--- src/rtl/cp0_pkg.sv ---
// Shared cp0 event types used by the commit-stage exception arbiter.
// Lane 0 is always the older instruction of the issue pair.
package cp0_pkg;

  typedef struct packed {
    logic bad_vaddr_f;
    logic reserve_instr;
    logic overflow;
    logic trap;
    logic syscall;
    logic adel_d;
    logic ades_d;
  } excp_type_t;

  typedef enum logic {
    NONE,
    EXCEPTION
  } cp0_type_t;

  typedef enum logic [1:0] {
    EV_NONE,
    EV_INT,
    EV_EXC,
    EV_ERET
  } event_kind_t;

  localparam logic [31:0] EXC_VECTOR_DFLT = 32'hBFC0_0380;

endpackage

--- src/rtl/excp_pick.sv ---
// Combinational priority pick of the single architectural event per cycle.
// Order: interrupt, lane-0 exception, lane-0 eret, lane-1 exception, lane-1 eret.
module excp_pick
  import cp0_pkg::*;
#(
  parameter logic [31:0] EXC_VECTOR = EXC_VECTOR_DFLT
) (
  input  logic                  int_req,
  input  logic [1:0]            lane_valid,
  input  excp_type_t [1:0]      lane_etype,
  input  logic [1:0]            lane_eret,
  input  logic [31:0]           cp0_epc,
  output event_kind_t           kind,
  output logic                  lane,
  output logic [31:0]           target
);

  logic [1:0] exc;
  logic [1:0] ert;

  always_comb begin
    for (int i = 0; i < 2; i++) begin
      exc[i] = lane_valid[i] && (|lane_etype[i]);
      ert[i] = lane_valid[i] && lane_eret[i];
    end
  end

  always_comb begin
    kind   = EV_NONE;
    lane   = 1'b0;
    target = '0;
    if (int_req && lane_valid[0]) begin
      kind   = EV_INT;
      target = EXC_VECTOR;
    end else if (exc[0]) begin
      kind   = EV_EXC;
      target = EXC_VECTOR;
    end else if (ert[0]) begin
      kind   = EV_ERET;
      target = cp0_epc;
    end else if (exc[1]) begin
      kind   = EV_EXC;
      lane   = 1'b1;
      target = EXC_VECTOR;
    end else if (ert[1]) begin
      kind   = EV_ERET;
      lane   = 1'b1;
      target = cp0_epc;
    end
  end

endmodule

--- src/rtl/excp_commit_arbiter.sv ---
// Commit-stage arbiter: one cp0 event per cycle, lane commit, flush,
// and a redirect to fetch that is held until fetch accepts it.
module excp_commit_arbiter
  import cp0_pkg::*;
#(
  parameter logic [31:0] EXC_VECTOR = EXC_VECTOR_DFLT,
  parameter int          NLANE      = 2
) (
  input  logic                        clk,
  input  logic                        reset,
  input  logic                        stall,
  input  logic [NLANE-1:0]            lane_valid,
  input  logic [NLANE-1:0][31:0]      lane_pc,
  input  logic [NLANE-1:0]            lane_slot,
  input  excp_type_t [NLANE-1:0]      lane_etype,
  input  logic [NLANE-1:0]            lane_eret,
  input  logic [NLANE-1:0][31:0]      lane_vaddr,
  input  logic                        int_req,
  input  logic [31:0]                 cp0_epc,
  input  logic                        redirect_ready,
  output cp0_type_t                   cp0_ctype,
  output excp_type_t                  cp0_etype,
  output logic [31:0]                 cp0_pc,
  output logic [31:0]                 cp0_vaddr,
  output logic                        cp0_is_slot,
  output logic                        cp0_is_eret,
  output logic                        cp0_inter_valid,
  output logic [31:0]                 cp0_int_pc,
  output logic [NLANE-1:0]            commit,
  output logic                        flush,
  output logic                        redirect_valid,
  output logic [31:0]                 redirect_pc
);

  typedef enum logic {
    IDLE,
    HOLD
  } state_t;

  state_t      state;
  logic [31:0] redirect_pc_q;
  event_kind_t pick_kind;
  event_kind_t ev;
  logic        pick_lane;
  logic [31:0] pick_target;
  logic        hold;

  excp_pick #(
    .EXC_VECTOR (EXC_VECTOR)
  ) u_pick (
    .int_req    (int_req),
    .lane_valid (lane_valid),
    .lane_etype (lane_etype),
    .lane_eret  (lane_eret),
    .cp0_epc    (cp0_epc),
    .kind       (pick_kind),
    .lane       (pick_lane),
    .target     (pick_target)
  );

  assign hold = (state == HOLD) && !reset;
  assign ev   = (state == IDLE && !stall && !reset) ? pick_kind : EV_NONE;

  always_comb begin
    commit = '0;
    if (!reset && !stall && state == IDLE)
      commit = (ev == EV_NONE) ? lane_valid : {1'b0, pick_lane};
  end

  always_comb begin
    flush          = hold || (ev != EV_NONE);
    redirect_valid = flush;
    redirect_pc    = '0;
    if (hold)
      redirect_pc = redirect_pc_q;
    else if (ev != EV_NONE)
      redirect_pc = pick_target;
  end

  always_comb begin
    cp0_ctype       = NONE;
    cp0_etype       = '0;
    cp0_pc          = '0;
    cp0_vaddr       = '0;
    cp0_is_slot     = 1'b0;
    cp0_is_eret     = 1'b0;
    cp0_inter_valid = 1'b0;
    cp0_int_pc      = '0;
    if (ev != EV_NONE) begin
      cp0_pc      = lane_pc[pick_lane];
      cp0_vaddr   = lane_vaddr[pick_lane];
      cp0_is_slot = lane_slot[pick_lane];
    end
    case (ev)
      EV_INT: begin
        cp0_inter_valid = 1'b1;
        // return to the branch when the victim sits in its delay slot
        cp0_int_pc = lane_slot[0] ? lane_pc[0] - 32'd4 : lane_pc[0];
      end
      EV_EXC: begin
        cp0_ctype = EXCEPTION;
        cp0_etype = lane_etype[pick_lane];
      end
      EV_ERET: cp0_is_eret = 1'b1;
      default: ;
    endcase
  end

  always_ff @(posedge clk) begin
    if (reset) begin
      state         <= IDLE;
      redirect_pc_q <= '0;
    end else begin
      case (state)
        IDLE: if (ev != EV_NONE && !redirect_ready) begin
          state         <= HOLD;
          redirect_pc_q <= pick_target;
        end
        HOLD: if (redirect_ready) state <= IDLE;
        default: state <= IDLE;
      endcase
    end
  end

endmodule

--- config.mk ---
export PLATFORM = sky130hd
export DESIGN_NAME = excp_commit_arbiter
export DESIGN_NICKNAME = d
export VERILOG_FILES = /design/src/rtl/cp0_pkg.sv /design/src/rtl/excp_pick.sv /design/src/rtl/excp_commit_arbiter.sv
export SDC_FILE = /design/constraint.sdc
export NUM_CORES = 1
export LEC_CHECK = 0
export ABC_CLOCK_PERIOD_IN_PS = 2500
export CORE_AREA = 2 2 128 130
export DETAILED_ROUTE_END_ITERATION = 12
export DIE_AREA = 0 0 130 132
export GPL_TIMING_DRIVEN = 0
export HOLD_SLACK_MARGIN = 0.03
export PLACE_DENSITY = 0.7
export SLEW_MARGIN = 30
export SYNTH_ARGS = -nofsm -noshare
export SYNTH_HDL_FRONTEND = slang
export SYNTH_SLANG_ARGS = --single-unit
--- constraint.sdc ---
create_clock -name clk -period 2.5 [get_ports clk]
set_input_delay 0.25 -clock clk [delete_from_list [all_inputs] [get_ports clk]]
set_output_delay 0.25 -clock clk [all_outputs]
set_load 0.02 [all_outputs]
; After elaboration in Yosys (flattened, before gate mapping)
; Index checks and enable logic that the tools add are counted.
; Widths: inputs -> output; s select.
[classes]
n_mux = 40
n_eq_ne = 3
shift = 0
n_addsub = 1
reduce_logical = 20
div_mod_pow = 0
mul = 0
magnitude_cmp = 1
bitwise_logic = 1
[ops]
columns = operator, n
row1 = $mux 32, 15
row2 = $sub 32x3->32 const B, 1
row3 = $mux 7, 3
row4 = $mux 2, 8
row5 = $reduce_or 7->1, 2
row6 = $mux 1, 13
row7 = $logic_and 1x1->1, 11
row8 = $eq 2x2->1 const B, 2
row9 = $logic_not 1->1, 3
row10 = $eq 2x1->1 const B, 1
row11 = $logic_not 2->1, 1
row12 = $lt 1x2->1 const B, 1
row13 = $pmux 1 s2, 1
row14 = $reduce_and 2->1, 1
row15 = $reduce_bool 2->1, 1
row16 = $logic_or 1x1->1, 1
row17 = $not 1->1, 1
[totals]
regBits = 33
ramBits = 0
elab_cells = 68
mem_count = 0
rom_bits = 0
in_bits = 185
latch_bits = 0
out_inout_bits = 143

; Logic depth before layout (Yosys ltp)
[logic_depth]
word_depth = 11
mapped_depth = 7

; Cells and area by module
; A second synthesis with hierarchy kept.
[hier_totals]
cells_unflattened = 575
area_unflattened_um2 = 4026.4
[modules_own_cells]
columns = module, seq_area_each_um2, cells_per_inst, instances, area_each_um2
row1 = excp_commit_arbiter, 660.6, 503, 1, 3482.1
row2 = excp_pick, 0.0, 72, 1, 544.3

; Least setup slack after synthesis
; No wires, ideal clock.
[synth_path]
path_kind = in2out
start = in lane_etype[5] (netlist name)
end = out redirect_valid
path_stages = 7
path_buffers = 3
required_time_ps = 2250
t_arrival_ps = 2020
setup_slack_ps = 230
cell_sequence = or4_1 > buf_2 > o31ai_1 > buf_2 > a21oi_1 > or2_2 > buf_4
[synth_between]
elab_chain_len = 7
[synth_lines]
columns = element, line_no
row1 = from (decl), excp_commit_arbiter.sv:15  ; input excp_type_t [NLANE-1:0] lane_etype,
row2 = $reduce_or 7->1, excp_pick.sv:23  ; exc[i] = lane_valid[i] && (|lane_etype[i]);
row3 = $logic_and 1x1->1, excp_pick.sv:23
row4 = $mux 2, excp_pick.sv:35  ; end else if (exc[0]) begin
row5 = $mux 2, excp_pick.sv:32  ; if (int_req && lane_valid[0]) begin
row6 = $mux 2, excp_commit_arbiter.sv:62  ; assign ev = (state == IDLE && !stall && !reset) ? pick_kind : EV_NONE;
row7 = $reduce_bool 2->1, excp_commit_arbiter.sv:71  ; flush = hold || (ev != EV_NONE);
row8 = $logic_or 1x1->1, excp_commit_arbiter.sv:71
row9 = to (decl), excp_commit_arbiter.sv:31  ; output logic redirect_valid,
; Every way passes these cells.

; Final worst setup path
[layout_path]
start = in lane_etype[6] (netlist name)
end = out cp0_pc[13]
[layout_between]
elab_chain_len = 7
[layout_lines]
columns = element, line_no
row1 = $reduce_or 7->1 (*), excp_pick.sv:23
row2 = $logic_and 1x1->1 (*), excp_pick.sv:23
row3 = $mux 1 / $mux 2 (equally long branches), excp_pick.sv:35
row4 = $mux 1 / $mux 2 (equally long branches), excp_pick.sv:32
row5 = $mux 32 (implied by the code) / $mux 2 (equally long branches), "excp_commit_arbiter.sv:90, excp_commit_arbiter.sv:62"
row6 = $mux 32 (implied by the code) / $reduce_bool 2->1 (equally long branches), "excp_commit_arbiter.sv:90, excp_commit_arbiter.sv:89"
row7 = $mux 32 (*), excp_commit_arbiter.sv:89  ; if (ev != EV_NONE) begin
row8 = to (decl), excp_commit_arbiter.sv:23  ; output logic [31:0] cp0_pc,
; Mark *: on every way between the ends. The rest lies on a longest branch, timed or not. The select of a mux whose other input is x is not followed.

==> metrics.md <==
| Metric | Value |
|---|---|
| Final antenna diode count | `0` |
| Worst Path Max Fanout | `10` |
| Final Max Tran Viols | `0` |
| Gpl congestion | `0.8498` |
| Yosys top cell by area | `dfxtp_1` |
| CTS Buf Count | `5` |
| Unrepaired setup endpoints after global routing | `no` |
| CP Cell Sequence | `clkdlybuf4s15_2 > or4_4 > o31ai_4 > buf_4 > buf_6 > buf_6 > nand3_1 > a21oi_2 > buf_4` |
| Root buf cell | `clkbuf_16` |
| Sw power | `818.4 uW` |
| Leak pwr | `about 0.0036 uW` |
| Min Tclk post-route | `around 2.4 ns` |
| Initial antenna violation count | `0` |
| Syn Nets | `840` |
| CP max-delay cell | `or4_4` |
| DIE AREA | `17160 um^2` |
| Synth Instances | `roughly 650` |
| Flop pwr share | `23.7%` |
| Number of clock sinks | `33` |
| FF+latch count, synth | `33` |
| Clk_lat worst skew | `0.28 ns` |
| H-tree levels | `2` |
| Hold Path Class | `reg -> reg` |
| Register area share after synthesis | `15.81%` |
| Via count | `6534` |
| Crit path depth | `9` |
| Count of input and output buffers | `324` |
| Synthesized area | `about 4200 um^2` |
| CTS tree | `built` |
| Final wirelength | `23.28 mm` |
| First-pass GRT wire length | `34.83 mm` |
| Dominant cells by area after synthesis | `dfxtp_1, o21ai_0, nand3_1` |
| Design area | `8488 um^2` |
| Actual slew at the worst max-slew pin | `0.5360 ns` |
| CP bufs+invs | `5` |
| GR Layer Usage met1 | `approximately a third` |
| Core region area | `15710 um^2` |
| Post-synth cell types | `47` |
| Synth top area share | `15.81%` |
| Synth warn | `0` |
| Slowest Stage Delay on Critical Path | `0.53 ns` |
| Worst Path Required | `2.25 ns` |
| Initial core utilization | `26.59%` |
| I/O Pins | `328` |
| Footprint of the multi-input gates | `3507 um^2` |
| Most frequent cells in the layout | `clkdlybuf4s50_1, buf_2, nand3_1, a21oi_1, o21ai_0` |
| Dpl hpwl | `17.39 mm` |
| GRT Max-Usage Layer | `met2` |
| Setup Skew | `0.005741 ns` |
| Finish-stage setup viols | `0` |
| Die Ht | `132 um` |
| Hold Path Cell Cnt | `2` |
| Layout cells sized above 1 | `30.15%` |
| Layout area overhead | `103.2%` |
| Die Wd | `approximately 130 um` |
| Arrival @ worst endpoint | `2.19 ns` |
| Crit start category | `primary input` |
| Row count | `46` |
| Max transition margin | `between 60% and 70%` |
| Critical path class | `in -> out` |
| Hold-fix buffers, CTS | `0` |
| Switching Fraction | `35.08%` |
| Pre-antenna DRT Iters | `5` |
| Placed inst area | `7697 um^2` |
| CP Capture Type | `primary output` |
| Clk slew on worst S/H paths | `0.06 ns` |
| DR iter-0 viols | `453` |
| DR WL/cell | `18.76 um` |
| Non-Filler Instances | `1241` |
| Post-DR vias/cell | `~5.3` |
| Filler cells | `approximately 1600` |
| Global route overflow | `0` |
| GR met3 Demand/Resource | `5.398%` |
| Outcome | `completed` |
| Maximum vdd drop | `285.0 uV` |
| Reg area | `around 660 um^2` |
| Nets | `1211` |
| Cells on worst reg2reg path | `5` |
| Max Cap Viol | `0` |
| P_int | `1515 uW` |
| Maximum clock rate | `409.6 MHz` |
| Hold Vio Cnt, Final | `0` |
| Util after Layout | `54.02%` |
| PD cells | `274.9 nW/um^2` |
| Dpl cells | `1194` |
| Clock share of power | `27.0%` |
| Avg Cell Area, Syn | `~6.4 um^2` |
| Met2 usage | `around 42%` |
| CTS max path bufs | `2` |
| Final worst-path cycle share | `between 90% and 100%` |
| Number of global-route vias before repair | `roughly 6200` |
| Final ANT Viol Nets | `0` |
| GRT Overall Usage | `around 25%` |
| Most common cell after layout, fill and taps aside | `clkdlybuf4s50_1` |
| DRC | `0` |
| Crit path max-delay family | `buffers and inverters` |
| Pin count of the biggest net entering global routing | `11` |
| Fin Hold WS | `0.4782 ns` |
| Power share of the combinational group | `49.3%` |
## power by group through the flow
stage               clock (uW)  sequential, uW  combinational, uW
floorplan                    0             560                428
global placement             0             562                993
detailed placement           0             562                998
CTS                        636             551               1120
global route               653             553               1230
finish                     630             552               1150
## layout make-up
class / instances / area share [%]
multi-input cells: 539 / 41.32
repair buffers: 366 / 37.28
plain buffers: 75 / 8.491
flip-flops and latches: 33 / 7.783
well taps: 216 / 3.184
clock buffers: 6 / 1.636
inverters: 5 / 0.2211
clock inverters: 1 / 0.08844
## what timing repair did
action | CTS | global route
endpoints found under the setup margin | 143 | 117
resized for setup | 801 | 82
gates cloned | 7 | 2
buffers inserted | 28 | 6
pin swaps | 25 | 14
## cell families (layout without fill, tap and decap cells)
family                     after synthesis  after routing  synth area share (%)
and+or+nand+nor                        251            251                 31.87
muxes                                   31             31                 7.427
xor gates and xnor gates                12             12                 2.516
AOI/OAI and AO/OA                      244            244                 32.88
buffers and inverters                   82            453                 9.194
DFF                                     33             33                 15.81
adders and majority gates                1              1                0.2994
## worst paths after layout
path | from | endpoint | slack, ns
worst max-delay path | lane_etype[6] | cp0_pc[13] | 0.06
worst max register to register | state | redirect_pc_q[29] | 0.38
worst min-delay path | redirect_pc_q[4] | redirect_pc_q[4] | 0.48
worst min register to register | redirect_pc_q[4] | redirect_pc_q[4] | 0.48
## state kept, by name (all words and copies together), names as in the netlist
name	cells
state	1
redirect_pc_q	32
## per-stage QoR
stage                     TNS [ns]  total power (uW)  worst slack [ns]
after floorplan                  0             988.0            0.2301
after global placement     -162.70              1555            -1.391
after detailed placement   -125.46              1560            -1.099
after CTS                        0              2308         0.0006160
after global routing             0              2433         0.0003455
final                            0              2333           0.05866
## cell usage after synthesis (all sizes together)
library cell and count:
and2 3, or2 2, nand2b 21, nand4 7
or3 15, ha 1, and4 1, nor2b 1
o31ai 5, o21a 2, a41o 1, nand3 98
o31a 1, buf 26, clkbuf 51, nand3b 4
a21bo 1, xor2 9, o41a 1, dfxtp 33
nor2 20, nor4b 3, inv 5, a21o 2
and3b 1, xnor2 3, o21ai 109, nand2 46
nand4b 4, mux2i 31, nor3 9, a211oi 39
or4 9, nor4bb 1, nor4 6, a21oi 83
## worst reg2reg max path: cells and delay by family (launching register included)
family / cells / cell delay [ns]
buffers and inverters: 1 / 0.32
flip-flops: 1 / 0.38
AND/OR/NAND/NOR: 1 / 0.61
AO/OA/AOI/OAI: 3 / 0.72
## routing by layer
metal  up-vias  part of all wire [%]
met5         -                     0
met4         0                   2.8
met3        57                   7.5
met2       274                    48
met1      3040                    42
li1       3163                     -
No activity file was read; power rests on OpenSTA's default activity.
